==> src/rtl/frv_dispatch_pkg.sv <==
// -----------------------------------------------------------------------------
// frv_dispatch_pkg
//   Shared field widths for the dispatch stage, plus helpers that locate one
//   bypass lane inside the flattened byp_rd / byp_data buses.
// -----------------------------------------------------------------------------
package frv_dispatch_pkg;

   localparam int REG_W  = 5;
   localparam int UOP_W  = 5;
   localparam int FU_W   = 5;
   localparam int SIZE_W = 2;

   // LSB of bypass lane idx within the flattened byp_rd bus.
   function automatic int rd_lsb(input int idx);
      return idx * REG_W;
   endfunction

   // LSB of bypass lane idx within the flattened byp_data bus.
   function automatic int data_lsb(input int idx, input int xlen);
      return idx * xlen;
   endfunction

endpackage

==> src/rtl/frv_dispatch_opsel.sv <==
// -----------------------------------------------------------------------------
// frv_dispatch_opsel
//   Resolves the value of one source register for the dispatch stage and
//   reports whether it must stall.
//   Priority: youngest matching bypass lane, then the GPR write port of this
//   cycle, then the register file. x0 always resolves to zero.
//
//   rs         source register address
//   byp_*      flattened bypass buses (lane 0 = youngest)
//   gpr_*      GPR write port of this cycle
//   rf_rdata   register file read data for rs
//   value      resolved operand value
//   hazard     winning producer cannot supply data yet
// -----------------------------------------------------------------------------
module frv_dispatch_opsel
   import frv_dispatch_pkg::*;
#(
   parameter int XLEN      = 32,
   parameter int NBYP      = 3,
   parameter int BYPASS_EN = 1
) (
   input  logic [REG_W-1:0]      rs,
   input  logic [NBYP-1:0]       byp_valid,
   input  logic [NBYP-1:0]       byp_ready,
   input  logic [REG_W*NBYP-1:0] byp_rd,
   input  logic [XLEN*NBYP-1:0]  byp_data,
   input  logic                  gpr_wen,
   input  logic [REG_W-1:0]      gpr_rd,
   input  logic [XLEN-1:0]       gpr_wdata,
   input  logic [XLEN-1:0]       rf_rdata,
   output logic [XLEN-1:0]       value,
   output logic                  hazard
);

   logic hit;
   logic hit_ready;

   // Walk from the oldest lane to the youngest so the lowest-index match is
   // the last assignment and therefore wins.
   always_comb begin
      value     = rf_rdata;
      hit       = 1'b0;
      hit_ready = 1'b0;
      if (gpr_wen && (gpr_rd == rs))
         value = gpr_wdata;
      for (int i = NBYP - 1; i >= 0; i--) begin
         if (byp_valid[i] && (byp_rd[rd_lsb(i) +: REG_W] == rs)) begin
            hit       = 1'b1;
            hit_ready = byp_ready[i];
            value     = byp_data[data_lsb(i, XLEN) +: XLEN];
         end
      end
      // x0 has no producer: never forwarded, never stalls.
      if (rs == '0) begin
         value = '0;
         hit   = 1'b0;
      end
   end

   // Without forwarding, any in-flight producer of rs must retire first.
   assign hazard = hit & ((BYPASS_EN == 0) | ~hit_ready);

endmodule

==> src/rtl/frv_pipeline_dispatch_byp.sv <==
// -----------------------------------------------------------------------------
// frv_pipeline_dispatch_byp
//   Dispatch stage between decode (s2) and execute (s3). Reads the GPR file,
//   forwards from NBYP later stages, stalls on producers whose data is not
//   ready, and registers operands A/B/C plus control fields into s3.
//
//   g_clk / g_resetn        clock, synchronous active-low reset
//   s2_*                    decoded instruction and valid/busy handshake
//   flush                   kill s3 and refuse s2 this cycle
//   byp_valid/ready/rd/data bypass sources, lane 0 youngest
//   gpr_wen/rd/wdata        GPR write-back port
//   s3_*                    registered instruction and valid/busy handshake
//   hzd_stall               s2 valid and blocked by a data hazard
// -----------------------------------------------------------------------------
module frv_pipeline_dispatch_byp
   import frv_dispatch_pkg::*;
#(
   parameter int XLEN      = 32,
   parameter int NBYP      = 3,
   parameter int BYPASS_EN = 1
) (
   input  logic                  g_clk,
   input  logic                  g_resetn,

   input  logic                  s2_p_valid,
   output logic                  s2_p_busy,
   input  logic [REG_W-1:0]      s2_rd,
   input  logic [REG_W-1:0]      s2_rs1,
   input  logic [REG_W-1:0]      s2_rs2,
   input  logic [31:0]           s2_imm,
   input  logic [31:0]           s2_pc,
   input  logic [UOP_W-1:0]      s2_uop,
   input  logic [FU_W-1:0]       s2_fu,
   input  logic                  s2_trap,
   input  logic [SIZE_W-1:0]     s2_size,
   input  logic [31:0]           s2_instr,
   input  logic                  s2_opa_pc,
   input  logic                  s2_opb_imm,

   input  logic                  flush,

   input  logic [NBYP-1:0]       byp_valid,
   input  logic [NBYP-1:0]       byp_ready,
   input  logic [REG_W*NBYP-1:0] byp_rd,
   input  logic [XLEN*NBYP-1:0]  byp_data,

   input  logic                  gpr_wen,
   input  logic [REG_W-1:0]      gpr_rd,
   input  logic [XLEN-1:0]       gpr_wdata,

   output logic [REG_W-1:0]      s3_rd,
   output logic [XLEN-1:0]       s3_opr_a,
   output logic [XLEN-1:0]       s3_opr_b,
   output logic [XLEN-1:0]       s3_opr_c,
   output logic [31:0]           s3_pc,
   output logic [UOP_W-1:0]      s3_uop,
   output logic [FU_W-1:0]       s3_fu,
   output logic                  s3_trap,
   output logic [SIZE_W-1:0]     s3_size,
   output logic [31:0]           s3_instr,
   output logic                  s3_p_valid,
   input  logic                  s3_p_busy,

   output logic                  hzd_stall
);

   // ---------------------------------------------------------------------
   // Register file. Entry 0 is never written; opsel forces x0 to zero.
   // ---------------------------------------------------------------------
   logic [XLEN-1:0] rf [32];

   // NOTE: the register file has no reset -- software never reads a GPR
   // before writing it, and a reset would block mapping onto RAM.
   always_ff @(posedge g_clk) begin
      if (gpr_wen && (gpr_rd != '0))
         rf[gpr_rd] <= gpr_wdata;
   end

   // ---------------------------------------------------------------------
   // Source resolution
   // ---------------------------------------------------------------------
   logic [XLEN-1:0] rs1_val, rs2_val;
   logic            rs1_hzd, rs2_hzd;

   frv_dispatch_opsel #(.XLEN(XLEN), .NBYP(NBYP), .BYPASS_EN(BYPASS_EN)) u_opsel_rs1 (
      .rs        (s2_rs1),
      .byp_valid (byp_valid),
      .byp_ready (byp_ready),
      .byp_rd    (byp_rd),
      .byp_data  (byp_data),
      .gpr_wen   (gpr_wen),
      .gpr_rd    (gpr_rd),
      .gpr_wdata (gpr_wdata),
      .rf_rdata  (rf[s2_rs1]),
      .value     (rs1_val),
      .hazard    (rs1_hzd)
   );

   frv_dispatch_opsel #(.XLEN(XLEN), .NBYP(NBYP), .BYPASS_EN(BYPASS_EN)) u_opsel_rs2 (
      .rs        (s2_rs2),
      .byp_valid (byp_valid),
      .byp_ready (byp_ready),
      .byp_rd    (byp_rd),
      .byp_data  (byp_data),
      .gpr_wen   (gpr_wen),
      .gpr_rd    (gpr_rd),
      .gpr_wdata (gpr_wdata),
      .rf_rdata  (rf[s2_rs2]),
      .value     (rs2_val),
      .hazard    (rs2_hzd)
   );

   // rs1 is irrelevant when A takes the pc; rs2 always feeds operand C.
   logic hazard;
   assign hazard    = (rs1_hzd & ~s2_opa_pc) | rs2_hzd;
   assign hzd_stall = s2_p_valid & hazard;

   // ---------------------------------------------------------------------
   // Handshake
   // ---------------------------------------------------------------------
   logic accept;
   assign s2_p_busy = hazard | (s3_p_valid & s3_p_busy) | flush;
   assign accept    = s2_p_valid & ~s2_p_busy;

   // ---------------------------------------------------------------------
   // Operand formatting: pc is zero-extended, imm sign-extended to XLEN.
   // ---------------------------------------------------------------------
   logic [XLEN-1:0] pc_ext, imm_ext;

   generate
      if (XLEN > 32) begin : g_wide
         assign pc_ext  = {{(XLEN-32){1'b0}}, s2_pc};
         assign imm_ext = {{(XLEN-32){s2_imm[31]}}, s2_imm};
      end else begin : g_narrow
         assign pc_ext  = s2_pc[XLEN-1:0];
         assign imm_ext = s2_imm[XLEN-1:0];
      end
   endgenerate

   // ---------------------------------------------------------------------
   // s3 pipeline register. Payload only loads on accept, so it holds while
   // s3 is stalled and after it drains.
   // ---------------------------------------------------------------------
   // NOTE: all state below uses non-blocking assignment so every s3 field
   // samples the pre-edge values of s2 and of s3_p_valid consistently.
   always_ff @(posedge g_clk) begin
      if (!g_resetn) begin
         s3_p_valid <= 1'b0;
         s3_rd      <= '0;
         s3_opr_a   <= '0;
         s3_opr_b   <= '0;
         s3_opr_c   <= '0;
         s3_pc      <= '0;
         s3_uop     <= '0;
         s3_fu      <= '0;
         s3_trap    <= 1'b0;
         s3_size    <= '0;
         s3_instr   <= '0;
      end else begin
         if (flush) begin
            s3_p_valid <= 1'b0;
         end else if (accept) begin
            s3_p_valid <= 1'b1;
            s3_rd      <= s2_rd;
            s3_opr_a   <= s2_opa_pc  ? pc_ext  : rs1_val;
            s3_opr_b   <= s2_opb_imm ? imm_ext : rs2_val;
            s3_opr_c   <= rs2_val;
            s3_pc      <= s2_pc;
            s3_uop     <= s2_uop;
            s3_fu      <= s2_fu;
            s3_trap    <= s2_trap;
            s3_size    <= s2_size;
            s3_instr   <= s2_instr;
         end else if (!s3_p_busy) begin
            s3_p_valid <= 1'b0;
         end
      end
   end

endmodule
==> config.mk <==
export PLATFORM = sky130hd
export DESIGN_NAME = frv_pipeline_dispatch_byp
export DESIGN_NICKNAME = d
export VERILOG_FILES = /design/src/rtl/frv_dispatch_pkg.sv /design/src/rtl/frv_dispatch_opsel.sv /design/src/rtl/frv_pipeline_dispatch_byp.sv
export SDC_FILE = /design/constraint.sdc
export NUM_CORES = 2
export LEC_CHECK = 0
export ABC_AREA = 1
export CAP_MARGIN = 20
export CORE_ASPECT_RATIO = 0.75
export CORE_MARGIN = 2
export CORE_UTILIZATION = 35
export DETAILED_ROUTE_END_ITERATION = 16
export PLACE_DENSITY = 0.56
export SLEW_MARGIN = 20
export SYNTH_ARGS = -nofsm -noshare
export SYNTH_HDL_FRONTEND = slang
export SYNTH_HIERARCHICAL = 1
export SYNTH_SLANG_ARGS = --single-unit
==> constraint.sdc <==
create_clock -name g_clk -period 7.2 [get_ports g_clk]
set_input_delay 1.08 -clock g_clk [delete_from_list [all_inputs] [get_ports g_clk]]
set_output_delay 1.08 -clock g_clk [all_outputs]
set_load 0.02 [all_outputs]
# Word-level counts from Yosys, hierarchy flattened
# Memory sizes are Yosys's and may differ from the RTL's.
# Cells that the tools add are included.
word_totals:
  ff_bits: 179
  latchBits: 0
  mem_bits_rw: 1024
  romBits: 0
  input_bits: 286
  out_inout_bits: 181
  elab_cells: 80
  n_memories: 1
classes:
  n_addsub: 0
  multipliers: 0
  div: 0
  n_lt_le_gt_ge: 0
  eq_ne: 9
  n_shift: 0
  muxes: 30
  n_bitwise: 15
  n_reduce_logical: 14
mem_list:
  columns: ["name", "words", "word_bits", "rd", "rd_clocked_by_memory_dff", "write_ports", "line_no", "text"]
  rows:
  - ["rf", 32, 32, 2, 0, 1, "frv_pipeline_dispatch_byp.sv:70", "logic [XLEN-1:0] rf [32];"]
op_table:
  columns: ["operator", "count"]
  rows:
  - ["32-bit 2-to-1 mux", 12]
  - ["5-bit == test", 8]
  - ["1-bit 2-to-1 mux", 18]
  - ["5-bit zero test", 2]
  - ["1-bit logical AND", 9]
  - ["1-bit bitwise AND", 6]
  - ["1-bit NOT", 6]
  - ["5-bit nonzero test", 1]
  - ["1-bit bitwise OR", 3]
  - ["2-bit by 1-bit inequality test with 1-bit output, second input constant", 1]
  - ["2-bit AND reduction", 1]
  - ["2-bit OR reduction", 1]

# Logic depth before layout (Yosys ltp)
logic_depth:
  word_depth: 14
  depth_mapped: 21
  ltp_nobuf: 17

# By module
# The synthesis kept the hierarchy.
by_module_without_submodules:
  columns: ["mod", "n_inst", "cells_each", "area_per_inst_um2", "seq_area_each_um2"]
  rows:
  - ["frv_pipeline_dispatch_byp", 1, 6729, 58189.6, 34332.9]
  - ["frv_dispatch_opsel", 2, 476, 2327.2, 0.0]

# Least setup slack after synthesis
# No wires, ideal clock.
synth_timing:
  kind: "input port to output port"
  startpoint: "input s2_rs1[4]"
  endpoint: "output hzd_stall"
  arrival_ps: 2465
  t_required_ps: 6120
  path_slack_ps: 3655
  stages: 10
  path_buffers: 2
  cell_sequence: "buf_4 -> xor2_1 -> nor2_1 -> nand3_4 -> buf_6 -> o21ai_2 -> nand2_1 -> a21oi_2 -> nand2_1 -> a21oi_1"
synth_via:
  elab_chain_len: 10
  word_cells_on_any_way: 19
  cone_classes: "3 x eq/ne; 7 x mux; 5 x bitwise; 4 x reduce/logical"
synth_lines:
  columns: ["element", "line_no", "text"]
  rows:
  - ["start, declared", "frv_pipeline_dispatch_byp.sv:28", "input logic [REG_W-1:0] s2_rs1,"]
  - ["5-bit == test", "frv_dispatch_opsel.sv:47", "if (byp_valid[i] && (byp_rd[rd_lsb(i) +: REG_W] == rs)) begin"]
  - ["1-bit logical AND", "frv_dispatch_opsel.sv:47", null]
  - ["1-bit 2-to-1 mux (3 in a row)", "frv_dispatch_opsel.sv:47", null]
  - ["1-bit 2-to-1 mux / 1-bit NOT (equally long branches)", "frv_dispatch_opsel.sv:54, frv_dispatch_opsel.sv:61", null]
  - ["1-bit bitwise AND *", "frv_dispatch_opsel.sv:61", "assign hazard = hit & ((BYPASS_EN == 0) | ~hit_ready);"]
  - ["net rs1_hzd", "frv_pipeline_dispatch_byp.sv:83", "logic rs1_hzd, rs2_hzd;"]
  - ["1-bit bitwise AND *", "frv_pipeline_dispatch_byp.sv:115", "assign hazard = (rs1_hzd & ~s2_opa_pc) | rs2_hzd;"]
  - ["1-bit bitwise OR *", "frv_pipeline_dispatch_byp.sv:115", null]
  - ["1-bit bitwise AND *", "frv_pipeline_dispatch_byp.sv:116", "assign hzd_stall = s2_p_valid & hazard;"]
  - ["end, declared", "frv_pipeline_dispatch_byp.sv:64", "output logic hzd_stall"]
# The timed path passes the listed nets; every way through them passes the cells marked *.

# Final worst setup path
layout_timing:
  startpoint: "input s2_rs1[0]"
  endpoint: "output s2_p_busy"
layout_via:
  elab_chain_len: 11
  word_cells_on_any_way: 20
  cone_classes: "3 x eq/ne; 7 x mux; 6 x bitwise; 4 x reduce/logical"
layout_lines:
  columns: ["element", "line_no", "text"]
  rows:
  - ["5-bit == test", "frv_dispatch_opsel.sv:47", null]
  - ["1-bit logical AND", "frv_dispatch_opsel.sv:47", null]
  - ["1-bit 2-to-1 mux (3 in a row)", "frv_dispatch_opsel.sv:47", null]
  - ["1-bit 2-to-1 mux / 1-bit NOT (equally long branches)", "frv_dispatch_opsel.sv:54, frv_dispatch_opsel.sv:61", null]
  - ["1-bit bitwise AND *", "frv_dispatch_opsel.sv:61", null]
  - ["net rs1_hzd", "frv_pipeline_dispatch_byp.sv:83", null]
  - ["1-bit bitwise AND *", "frv_pipeline_dispatch_byp.sv:115", null]
  - ["1-bit bitwise OR *", "frv_pipeline_dispatch_byp.sv:115", null]
  - ["1-bit bitwise OR * (2 in a row)", "frv_pipeline_dispatch_byp.sv:122", "assign s2_p_busy = hazard | (s3_p_valid & s3_p_busy) | flush;"]
  - ["end, declared", "frv_pipeline_dispatch_byp.sv:26", "output logic s2_p_busy,"]
# Marks and branches as above.

==> qor.yml <==
run_status:
  outcome: "completed"
synth:
  ys_seq_elements: 1203
  syn_area_per_cell_um2: 8.18
  postSynthCellCount: 7681
  yosysSeqAreaShare_pct: 54.6
  synth_cell_types: 31
  syn_area_um2: 62800
  ys_warn_count: 6
route:
  routed_wl_mm: 273
  wl_per_cell_um: 26.3
  first_pass_iters: 7
  route.vias.total: 59500
  drt-initial-drc-count: 10000
  drtAntennaViolNets: 0
  drc: 0
  via_per_inst: 5.72
clock_tree:
  cts_setup_buffers: 0
  cts_tree: "done"
  htreeDepth: 3
  cts.path.max_buffers: 3
  cts_hold_buffers: 0
  ctsResizeCount: 0
  clock_latency_ns: 0.80
  numClockSinks: 1203
  cts_root_buffer: "clkbuf_16"
  clk_pin_slew_ns: 0.06
  numCtsBuffers: 121
critical_path:
  startpoint_type: "primary input"
  cpMostUsedCell: "nand2_1"
  path_max_fanout: 66
  worst_ep_arrival_time_ns: 4.51
  crit_chain: "buf_8 > inv_2 > nand2_1 > nand2_1 > nor2_1 > nand3_4 > inv_4 > nand2_1 > nand2_1 > a21oi_2 > nand2_1 > nand2_1 > nor2_2 > inv_2 > clkdlybuf4s50_1"
  slowest_stage: "inv_4"
  cp_top_family: "buffers and inverters"
  crit_path_max_incr_delay_ns: 0.62
  cp-end-kind: "primary output"
  worstSetupPathType: "in -> out"
  critPathBufInv: 5
  worstPathRequired_ns: 6.12
timing:
  slew_headroom_pct: 20.9
  finalSetupViolations: 0
  period_minus_slack_ns: 5.59
  fin_skew_ns: 0.0350
  finalHoldViolCount: 0
  fin_crit_sh_pct: 77.7
  tightest_slew_ns: 1.18
  rsz0062_at_grt: "no"
  tns_ns: 0
  max_freq_mhz: 179
  slew_violations: 0
grt:
  antenna_found_initial: 16
  grt_pass1_vias: 53900
  grt_usage_pct: 28.6
  grt_pass1_wl_mm: 387
  grt_max_degree: 189
  grt.overflow.total: 0
finish:
  drive_above_1_share_pct: 6.49
  final_cell_mix: "nand2_1 (3091), nand3_1 (1614), edfxtp_1 (1024)"
  final_core_util_pct: 41.4
  nets: 8176
  fillers: 17400
  synthToLayoutAreaGrowth_pct: 17.3
  final_common_cell: "nand2_1"
  final_area_um2: 73700
power:
  p_leak_nw: 29.6
  finalPower_w: 0.0171
  ir_drop_v: 0.000199
  powerDensity_nw_per_um2: 232
floorplanning:
  initial_core_util_pct: 35.3
  placementRows: 134
  dieHeight_um: 371
  fp.dieArea_um2: 183000
  top_level_ports: 467
  core_um2: 178000
  die_x_um: 493
hold_path:
  holdCritPathClass: "reg -> reg"
placement:
  placed_cell_area_um2: 69500
  numPortBuffers: 466
  globalplace.congestion: 0.949
  dp_hpwl_mm: 161
flow_run:
  drv_cap: 0
==> path summary, 6_finish.rpt <==
kind	from	to	slack, ns	cells past startpoint
setup / recovery	s2_rs1[0]	s2_p_busy	1.61	15
setup reg to reg	rf[0][13]	s3_opr_b[13]	4.30	14
hold reg to reg	s3_opr_c[10]	s3_opr_c[10]	0.52	2
hold / removal	s3_opr_c[10]	s3_opr_c[10]	0.52	2
==> final cells by class <==
class,count,area (um^2),area share (%)
diodes,11,27.5,0.0373
clock buffers,155,3330,4.52
clock inverters,76,767,1.04
inverters,119,502,0.681
multi-input cells,5818,25600,34.7
flip-flops and latches,1203,34300,46.6
well taps,2380,2980,4.04
repair buffers,627,6180,8.38
==> cell usage after synthesis <==
master	n	area share [%]
nand3_2	4	0.064
conb_1	1	0.0060
a21oi_2	56	0.78
edfxtp_1	1024	49
nor2_4	6	0.11
o21ai_2	2	0.028
nor3_1	2	0.016
nand4_1	64	0.64
clkbuf_2	2	0.016
a21oi_1	76	0.61
nor3_2	2	0.032
dfxtp_1	179	5.7
nor2_1	523	3.1
nand3_1	1616	13
xor2_1	8	0.11
clkbuf_4	2	0.024
inv_1	98	0.59
inv_2	19	0.11
o21ai_0	244	1.9
buf_6	27	0.48
nand3_4	2	0.056
nand2_1	3091	18
nor2_8	1	0.032
buf_4	29	0.35
mux2i_1	64	1.0
buf_2	295	2.3
buf_1	61	0.36
clkbuf_1	156	0.93
o21ai_1	4	0.032
inv_4	2	0.020
nor2_2	21	0.21
==> sequential cells by signal, summed over array words and instances, names as in the netlist <==
name,cells
s3_rd,5
s3_opr_a,32
s3_size,2
s3_trap,1
s3_opr_c,32
s3_fu,5
s3_opr_b,32
s3_instr,32
s3_uop,5
s3_p_valid,1
s3_pc,32
rf,1024
==> cells by family after synthesis <==
kind of cell / synth area share (%)
multiplexers: 1.02
other: 0.00597
AO/OA/AOI/OAI: 3.39
AND/OR/NAND/NOR: 35.6
flip-flops: 54.6
buffers and inverters: 5.23
XOR/XNOR: 0.111
==> per-layer routing <==
metal	global-route usage (%)	wire length, um
met5	0	138
met4	9.71	9480
met3	7.26	34600
met2	41.6	116000
met1	41.3	113000
==> per-stage QoR <==
stage	instances	worst slack [ns]	hold slack [ns]
2_1_floorplan	7712	3.65	0.551
3_3_place_gp	10100	1.67	0.488
3_5_place_dp	10100	1.63	0.498
4_1_cts	10400	1.76	0.517
5_1_grt	10400	1.57	0.541
6_report	10400	1.61	0.516
==> power breakdown <==
part	switching, W	leakage (nW)	internal (W)	total (W)
Sequential	0.0000912	10.7	0.00772	0.00781
Clock	0.00299	2.01	0.00374	0.00673
Combinational	0.00180	16.8	0.000779	0.00258
==> worst register-to-register path: cells and delay by family, from the launching register on <==
kind | cells | cell delay, ns
AND/OR/NAND/NOR | 11 | 1.53
AO/OA/AOI/OAI | 2 | 0.78
flip-flops | 1 | 0.35
multiplexers | 1 | 0.18
Note: power is estimated with default switching activity, not from simulation.
